--- src/rtl/apb_alu_master.sv ---
// APB requester that sends one packed ALU command word as a write, then reads
// the result back from the same address and returns it as a one-cycle response.
//
// state    | meaning
// IDLE     | ready for a command, bus idle
// W_SETUP  | write setup phase, packed command on pwdata
// W_ACCESS | write access phase, waiting for pready
// R_SETUP  | read setup phase
// R_ACCESS | read access phase, waiting for pready
// RESP     | one-cycle response strobe
module apb_alu_master #(
  parameter int          TIMEOUT  = 16,
  parameter logic [31:0] ALU_ADDR = 32'h0000_0000
) (
  input  logic        clk,
  input  logic        reset_n,
  input  logic        cmd_valid,
  output logic        cmd_ready,
  input  logic [3:0]  cmd_op,
  input  logic [7:0]  cmd_op1,
  input  logic [7:0]  cmd_op2,
  input  logic [3:0]  cmd_const,
  output logic        rsp_valid,
  output logic [31:0] rsp_data,
  output logic        rsp_err,
  output logic [7:0]  err_cnt,
  output logic        psel,
  output logic        penable,
  output logic        pwrite,
  output logic [31:0] paddr,
  output logic [31:0] pwdata,
  input  logic [31:0] prdata,
  input  logic        pready,
  input  logic        pslverr
);

  typedef enum logic [2:0] {
    IDLE,
    W_SETUP,
    W_ACCESS,
    R_SETUP,
    R_ACCESS,
    RESP
  } state_t;

  localparam logic [7:0] WAIT_LAST = 8'(TIMEOUT - 1);

  state_t     state;
  logic [7:0] wait_cnt;
  logic [3:0] op_q;
  logic [3:0] const_q;
  logic [7:0] op1_q;
  logic [7:0] op2_q;

  // The latched fields are the only copy of the command, so pwdata is stable
  // for the whole transfer regardless of what the local side does meanwhile.
  assign pwdata = {op_q, 2'b00, const_q, op2_q, op1_q, 6'b00_0000};

  always_ff @(posedge clk or negedge reset_n) begin
    if (!reset_n) begin
      state     <= IDLE;
      cmd_ready <= 1'b1;
      wait_cnt  <= 8'd0;
      op_q      <= 4'd0;
      const_q   <= 4'd0;
      op1_q     <= 8'd0;
      op2_q     <= 8'd0;
      psel      <= 1'b0;
      penable   <= 1'b0;
      pwrite    <= 1'b0;
      paddr     <= 32'd0;
      rsp_valid <= 1'b0;
      rsp_data  <= 32'd0;
      rsp_err   <= 1'b0;
      err_cnt   <= 8'd0;
    end else begin
      rsp_valid <= 1'b0;
      case (state)
        IDLE: begin
          if (cmd_valid) begin
            op_q      <= cmd_op;
            const_q   <= cmd_const;
            op1_q     <= cmd_op1;
            op2_q     <= cmd_op2;
            cmd_ready <= 1'b0;
            psel      <= 1'b1;
            penable   <= 1'b0;
            pwrite    <= 1'b1;
            paddr     <= ALU_ADDR;
            state     <= W_SETUP;
          end
        end

        W_SETUP: begin
          penable  <= 1'b1;
          wait_cnt <= 8'd0;
          state    <= W_ACCESS;
        end

        W_ACCESS: begin
          if (pready && !pslverr) begin
            penable <= 1'b0;
            pwrite  <= 1'b0;
            state   <= R_SETUP;
          end else if (pready || wait_cnt == WAIT_LAST) begin
            // write rejected or timed out: skip the read phase
            psel      <= 1'b0;
            penable   <= 1'b0;
            rsp_valid <= 1'b1;
            rsp_data  <= 32'd0;
            rsp_err   <= 1'b1;
            err_cnt   <= (err_cnt == 8'hFF) ? err_cnt : err_cnt + 8'd1;
            state     <= RESP;
          end else begin
            wait_cnt <= wait_cnt + 8'd1;
          end
        end

        R_SETUP: begin
          penable  <= 1'b1;
          wait_cnt <= 8'd0;
          state    <= R_ACCESS;
        end

        R_ACCESS: begin
          if (pready) begin
            psel      <= 1'b0;
            penable   <= 1'b0;
            rsp_valid <= 1'b1;
            rsp_data  <= prdata;
            rsp_err   <= pslverr;
            if (pslverr)
              err_cnt <= (err_cnt == 8'hFF) ? err_cnt : err_cnt + 8'd1;
            state     <= RESP;
          end else if (wait_cnt == WAIT_LAST) begin
            psel      <= 1'b0;
            penable   <= 1'b0;
            rsp_valid <= 1'b1;
            rsp_data  <= 32'd0;
            rsp_err   <= 1'b1;
            err_cnt   <= (err_cnt == 8'hFF) ? err_cnt : err_cnt + 8'd1;
            state     <= RESP;
          end else begin
            wait_cnt <= wait_cnt + 8'd1;
          end
        end

        RESP: begin
          cmd_ready <= 1'b1;
          state     <= IDLE;
        end

        default: begin
          psel      <= 1'b0;
          penable   <= 1'b0;
          cmd_ready <= 1'b1;
          state     <= IDLE;
        end
      endcase
    end
  end

endmodule

--- config.mk ---
export PLATFORM = sky130hd
export DESIGN_NAME = apb_alu_master
export DESIGN_NICKNAME = d
export VERILOG_FILES = /design/src/rtl/apb_alu_master.sv
export SDC_FILE = /design/constraint.sdc
export NUM_CORES = 1
export LEC_CHECK = 0
export ABC_AREA = 1
export CAP_MARGIN = 15
export CORE_MARGIN = 10
export CORE_UTILIZATION = 60
export DETAILED_ROUTE_END_ITERATION = 7
export DONT_BUFFER_PORTS = 1
export PLACE_DENSITY = 0.8
export SLEW_MARGIN = 40
export SYNTH_ARGS = -nofsm -noshare
export SYNTH_HDL_FRONTEND = slang
export SYNTH_SLANG_ARGS = --single-unit
--- constraint.sdc ---
create_clock -name clk -period 2.6 [get_ports clk]
set_clock_uncertainty 0.2 [all_clocks]
set_input_delay 0.39 -clock clk [delete_from_list [all_inputs] [get_ports clk]]
set_output_delay 0.39 -clock clk [all_outputs]
set_load 0.03 [all_outputs]
## Yosys cells after proc, flatten, opt, wreduce, memory -nomap -nowiden

Index checks and enable logic that the tools add are counted.
Widths: inputs -> output; s select.

| storage, ports and cells | value |
|---|---|
| bits of input ports | 61 |
| output and inout bits | 110 |
| flip-flop bits (word level) | 81 |
| word-level logic and storage cells | 100 |

| operators by class | value |
|---|---|
| add/sub/neg operators | 2 |
| bitwise gates (word level) | 3 |
| reduce and logical (&&, ||, !) cells | 19 |
| multiplexer cells | 45 |
| equality and inequality tests | 17 |

Operators by type and width:

| cell | number |
|---|---|
| $mux 32 | 4 |
| $mux 8 | 10 |
| $pmux 32 s2 | 1 |
| $pmux 8 s3 | 1 |
| $add 8x1->8 const B | 2 |
| $mux 1 | 16 |
| $pmux 8 s2 | 1 |
| $mux 3 | 5 |
| $pmux 3 s5 | 1 |
| $reduce_and 5->1 | 3 |
| $ne 2x2->1 const B | 7 |
| $ne 3x3->1 const B | 3 |
| $eq 8x4->1 const B | 1 |
| $eq 8x8->1 const B | 1 |
| $pmux 1 s2 | 4 |
| $reduce_and 4->1 | 2 |
| $eq 3x2->1 const B | 2 |
| $eq 3x3->1 const B | 2 |
| $reduce_and 3->1 | 2 |
| $pmux 1 s5 | 1 |
| $pmux 1 s4 | 1 |
| $reduce_and 2->1 | 2 |
| $reduce_bool 2->1 | 2 |
| $reduce_or 4->1 | 1 |
| other kinds (9) | 11 |

## Logic depth before layout (Yosys ltp)

| logic depth | value |
|---|---|
| word-level depth | 5 |
| gate-level depth with buffers | 10 |
| gate-level depth less buffers | 10 |

## Worst setup path before layout

OpenSTA, ideal clock, no wires.

| path | value |
|---|---|
| kind | register -> register |
| start point | register err_cnt[1] |
| end point | register err_cnt[4] |
| arrival | 1.451 ns |
| buffers on the path | 0 |
| path slack | 0.884 ns |
| setup time | 0.066 ns |
| required time | 2.334 ns |
| clock period less this slack | 1.716 ns |
| stages on the path, launching flop included | 8 |
| cells stage by stage | dfrtp_1 > ha_1 > nand3_1 > nor2_1 > nand2_2 > nand4_2 > nand2_1 > nand2_1 |

| on the way | value |
|---|---|
| cells in the longest elaborated chain, start to end | 5 |
| elaborated cells on any way between the ends | 9 |
| those cells by class | add/sub: 1; eq/ne: 1; mux: 7 |

RTL lines:

| element | RTL line | RTL |
|---|---|---|
| start: declaration | 26 | `output logic [7:0] err_cnt,` |
| start signal: assignment | 112 | `err_cnt <= (err_cnt == 8'hFF) ? err_cnt : err_cnt + 8'd1;` |
| start signal: assignment | 133 | `err_cnt <= (err_cnt == 8'hFF) ? err_cnt : err_cnt + 8'd1;` |
| start signal: assignment | 141 | `err_cnt <= (err_cnt == 8'hFF) ? err_cnt : err_cnt + 8'd1;` |
| $add 8x1->8 / $eq 8x8->1 (equally long branches) | 112, 133, 141 |  |
| $mux 8 * | 112, 133, 141 |  |
| $mux 8, on equally long branches | 135, 105, 132 |  |
| $mux 8, on equally long branches | 126, 101 |  |
| $pmux 8 s2 * | 78 | `case (state)` |

Mark *: on every way between the ends. The rest lies on a longest branch, timed or not. The select of a mux whose other input is x is not followed.
A chain may end at the register's enable or synchronous reset.

## Worst setup path after layout

| path | value |
|---|---|
| start point | register wait_cnt[0] |
| end point | register err_cnt[5] |

| on the way | value |
|---|---|
| cells in the longest elaborated chain, start to end | 4 |
| elaborated cells on any way between the ends | 5 |
| those cells by class | eq/ne: 3; reduce/logical: 2 |

RTL lines:

| element | RTL line | RTL |
|---|---|---|
| start: declaration | 49 | `logic [7:0] wait_cnt;` |
| start signal: assignment | 115 | `wait_cnt <= wait_cnt + 8'd1;` |
| start signal: assignment | 144 | `wait_cnt <= wait_cnt + 8'd1;` |
| $eq 8x4->1 * | 105, 135 |  |
| $logic_or 1x1->1 | 105 | `end else if (pready \|\| wait_cnt == WAIT_LAST) begin` |
| $ne 2x2->1 (no line) | - |  |
| $reduce_and 5->1 (no line) * | - |  |

Mark *: on every way between the ends. The rest lies on a longest branch, timed or not.

==> flow_metrics.env <==
export IMPL_met3_use_gr=0.0666
export IMPL_leakage_nw=2.35
export IMPL_global_route_usage_total=0.201
export IMPL_clock_slew_at_reported_path_ffs_ns=0.07
export IMPL_drtIter0Drc=266
export IMPL_grt_setup_unrepaired="false"
export IMPL_finalCritPeriodShare=0.775
export IMPL_synth_top_family_by_area="simple AND/OR/NAND/NOR gates"
export IMPL_remaining_drc_errors=0
export IMPL_ys_seq_elements=81
export IMPL_grt_start_max_net_pins=82
export IMPL_synthSimpleGateAreaFrac=0.234
export IMPL_synth_seq_area_share=0.530
export IMPL_hold_path_class="in -> reg"
export IMPL_grt_antenna_before_repair=0
export IMPL_globalRouteOverflowTotal=0
export IMPL_hold_violations=0
export IMPL_setup_ws_ns=0.585
export IMPL_max_freq_mhz=496
export IMPL_cts_hold_buffers=58
export IMPL_grt_pass1_wl_um=16100
export IMPL_initial_core_util=0.610
export IMPL_synth_cells=406
export IMPL_finalSetupTns_ns=0
export IMPL_synth_xor_area_frac=0.0137
export IMPL_worst_setup_path_type="reg -> reg"
export IMPL_final_net_count=527
export IMPL_dp_hpwl_um=6580
export IMPL_placed_area_um2=3700
export IMPL_synthMuxAreaShare=0
export IMPL_synthesis_yosys_warnings=0
export IMPL_clockRootBuffer="sky130_fd_sc_hd__clkbuf_8"
export IMPL_num_fill_cells=427
export IMPL_timing_critical_path_fanout_max=34
export IMPL_critical_path_arrival_ns=2.04
export IMPL_area_of_the_core_region_um2=6280
export IMPL_totalWireLength_um=10400
export IMPL_multi_input_combinational_cell_area_um2=1480
export IMPL_cts_repair_resize_count=0
export IMPL_cts_inserted_buffers=9
export IMPL_crit_path_end_kind="flip-flop"
export IMPL_number_of_rows_in_the_core_area=29
export IMPL_worst_ep_required_time_ns=2.63
export IMPL_place_port_buffers=0
export IMPL_routability_congestion_estimate_from_global_placement=0.890
export IMPL_routed_via_count=2977
export IMPL_globalRouteMet1Util=0.207
export IMPL_mostFrequentLayoutCell="sky130_fd_sc_hd__nand2_1"
export IMPL_powerDensity_nw_per_um2=1240
export IMPL_crit_path_start_kind="flip-flop"
export IMPL_finalCriticalPeriod_ns=2.01
export IMPL_regArea_um2=2030
export IMPL_synth_compound_gate_area_share=0.0915
export IMPL_maxCapViolations=0
export IMPL_number_of_distinct_library_cell_variants_in_the_gate_level_netlist_after_synthesis=34
export IMPL_chipHeight_um=99.9
export IMPL_finalMaxSlewViolations=0
export IMPL_synthesis_area_um2=3830
export IMPL_design_area_um2=4470
export IMPL_routed_wire_length_per_instance_um=19.0
export IMPL_post_cts_setup_buffer_count=0
export IMPL_dp_worst_setup_slack_ns=0.664
export IMPL_worst_ir_drop_on_vdd_mv=1.08
export IMPL_grt_met2_usage=0.356
export IMPL_floorplan_die_area_um2=9980
export IMPL_ant_nets=0
export IMPL_grt_busiest_layer="met2"
export IMPL_tritoncts="done"
export IMPL_hold_worst_slack_ns=0.151
export IMPL_mostFrequentLayoutCells="sky130_fd_sc_hd__nand2_1, sky130_fd_sc_hd__dfrtp_1, sky130_fd_sc_hd__dlygate4sd3_1, sky130_fd_sc_hd__conb_1, sky130_fd_sc_hd__a22o_1"
export IMPL_synth_fa_ha_area_frac=0.00653
export IMPL_numClockSinks=81
export IMPL_clk_latency_ns=0.34
export IMPL_first_global_vias=3001
export IMPL_layout_drive_gt1_share=0.0917
export IMPL_fp_dieW_um=99.9
export IMPL_clk_buf_depth=2
export IMPL_io_pins=171
export IMPL_detailedRoute_firstPassIterationCount=6
export IMPL_avgViaCountPerCell=5.45
export IMPL_antenna_cells=0
export IMPL_htreeDepth=3
export IMPL_synthToLayoutAreaGrowth_pct=16.7
export IMPL_synthesis_area_per_instance_um2=9.43
export IMPL_outcome="finished, final reports clean"
export IMPL_finalSetupViolCount=0
==> synth_stat cells <==
| cell type | number | area share |
|---|---|---|
| sky130_fd_sc_hd__a21oi_1 | 1 | 0.0013 |
| sky130_fd_sc_hd__a22o_1 | 32 | 0.073 |
| sky130_fd_sc_hd__a31oi_1 | 1 | 0.0016 |
| sky130_fd_sc_hd__buf_2 | 7 | 0.0091 |
| sky130_fd_sc_hd__buf_4 | 40 | 0.078 |
| sky130_fd_sc_hd__buf_6 | 3 | 0.0088 |
| sky130_fd_sc_hd__buf_8 | 1 | 0.0039 |
| sky130_fd_sc_hd__conb_1 | 1 | 0.00098 |
| sky130_fd_sc_hd__dfrtp_1 | 80 | 0.52 |
| sky130_fd_sc_hd__dfstp_2 | 1 | 0.0069 |
| sky130_fd_sc_hd__ha_1 | 2 | 0.0065 |
| sky130_fd_sc_hd__inv_1 | 15 | 0.015 |
| sky130_fd_sc_hd__inv_2 | 7 | 0.0069 |
| sky130_fd_sc_hd__inv_4 | 1 | 0.0016 |
| sky130_fd_sc_hd__nand2_1 | 142 | 0.14 |
| sky130_fd_sc_hd__nand2_2 | 5 | 0.0082 |
| sky130_fd_sc_hd__nand2_4 | 2 | 0.0059 |
| sky130_fd_sc_hd__nand3_1 | 8 | 0.010 |
| sky130_fd_sc_hd__nand3_2 | 2 | 0.0052 |
| sky130_fd_sc_hd__nand3_4 | 1 | 0.0046 |
| sky130_fd_sc_hd__nand3b_1 | 1 | 0.0020 |
| sky130_fd_sc_hd__nand4_1 | 14 | 0.023 |
| sky130_fd_sc_hd__nand4_2 | 1 | 0.0033 |
| sky130_fd_sc_hd__nor2_1 | 14 | 0.014 |
| sky130_fd_sc_hd__nor2_2 | 3 | 0.0049 |
| sky130_fd_sc_hd__nor2_4 | 2 | 0.0059 |
| sky130_fd_sc_hd__nor2_8 | 1 | 0.0052 |
| sky130_fd_sc_hd__nor3_1 | 1 | 0.0013 |
| sky130_fd_sc_hd__o211ai_1 | 2 | 0.0039 |
| sky130_fd_sc_hd__o21ai_0 | 7 | 0.0091 |
| sky130_fd_sc_hd__o21ai_2 | 1 | 0.0023 |
| sky130_fd_sc_hd__or2_0 | 1 | 0.0016 |
| sky130_fd_sc_hd__xnor2_1 | 3 | 0.0069 |
| sky130_fd_sc_hd__xor2_1 | 3 | 0.0069 |
==> state kept, by name (all words and copies together), names as in the netlist <==
| name | cells |
|---|---|
| cmd_ready | 1 |
| const_q | 4 |
| err_cnt | 8 |
| op1_q | 8 |
| op2_q | 8 |
| op_q | 4 |
| penable | 1 |
| psel | 1 |
| pwrite | 1 |
| rsp_data | 32 |
| rsp_err | 1 |
| rsp_valid | 1 |
| state | 3 |
| wait_cnt | 8 |
==> per-layer routing <==
| metal | vias to the layer above | share of wire |
|---|---|---|
| li1 | 1361 | - |
| met4 | 0 | 0.027 |
| met2 | 147 | 0.56 |
| met5 | - | 0 |
| met3 | 21 | 0.079 |
| met1 | 1448 | 0.33 |
==> layout make-up <==
cell class / count / area share
Clock buffer: 13 / 0.0355
Inverter: 23 / 0.0199
Multi-Input combinational cell: 290 / 0.330
Sequential cell: 81 / 0.454
Clock inverter: 3 / 0.00392
Tap cell: 77 / 0.0216
Timing Repair Buffer: 59 / 0.135
==> critical path: stages, from the launching register on <==
cell and delay, ns:
sky130_fd_sc_hd__dfrtp_1 0.42, sky130_fd_sc_hd__ha_1 0.27, sky130_fd_sc_hd__nand2_2 0.07, sky130_fd_sc_hd__nor2_2 0.12, sky130_fd_sc_hd__nand3_2 0.10, sky130_fd_sc_hd__nand2_4 0.12
sky130_fd_sc_hd__nand2_4 0.23, sky130_fd_sc_hd__inv_4 0.19, sky130_fd_sc_hd__nand2_1 0.07, sky130_fd_sc_hd__nand2_1 0.05, sky130_fd_sc_hd__nand2_1 0.05
==> metrics by stage <==
| step | cells | util | power [mW] |
|---|---|---|---|
| 2_1_floorplan | 445 | - | 4.25 |
| 3_3_place_gp | 472 | 0.589 | 4.47 |
| 3_5_place_dp | 472 | 0.589 | 4.54 |
| 4_1_cts | 546 | 0.712 | 5.47 |
| 5_1_grt | 546 | 0.712 | 5.83 |
| 6_report | 546 | 0.712 | 5.53 |
==> power by group <==
group          switching (mW)  leakage [nW]  internal [mW]  total, mW
Combinational           0.860          1.21          0.530       1.39
Sequential               1.51          1.04           1.79       3.30
Clock                   0.445        0.0894          0.398      0.843
Total                    2.82          2.35           2.71       5.53
==> cells by family after synthesis <==
kind of cell,count (synthesis)
adders and majority gates,2
and+or+nand+nor,198
AOI/OAI and AO/OA,44
buffers and inverters,74
other,1
xor gates and xnor gates,6
DFF,81
==> worst paths after layout <==
kind / to / start / slack [ns] / cells past startpoint
min in group asynchronous: const_q[0] / reset_n / 0.40 / 2
worst max register to register: err_cnt[5] / wait_cnt[0] / 0.59 / 10
max in group asynchronous: cmd_ready / reset_n / 1.49 / 2
worst min register to register: wait_cnt[6] / wait_cnt[6] / 0.36 / 2
worst max-delay path: err_cnt[5] / wait_cnt[0] / 0.59 / 10
worst min-delay path: state[1] / pready / 0.15 / 3
Power figures use the tool's default switching activity.
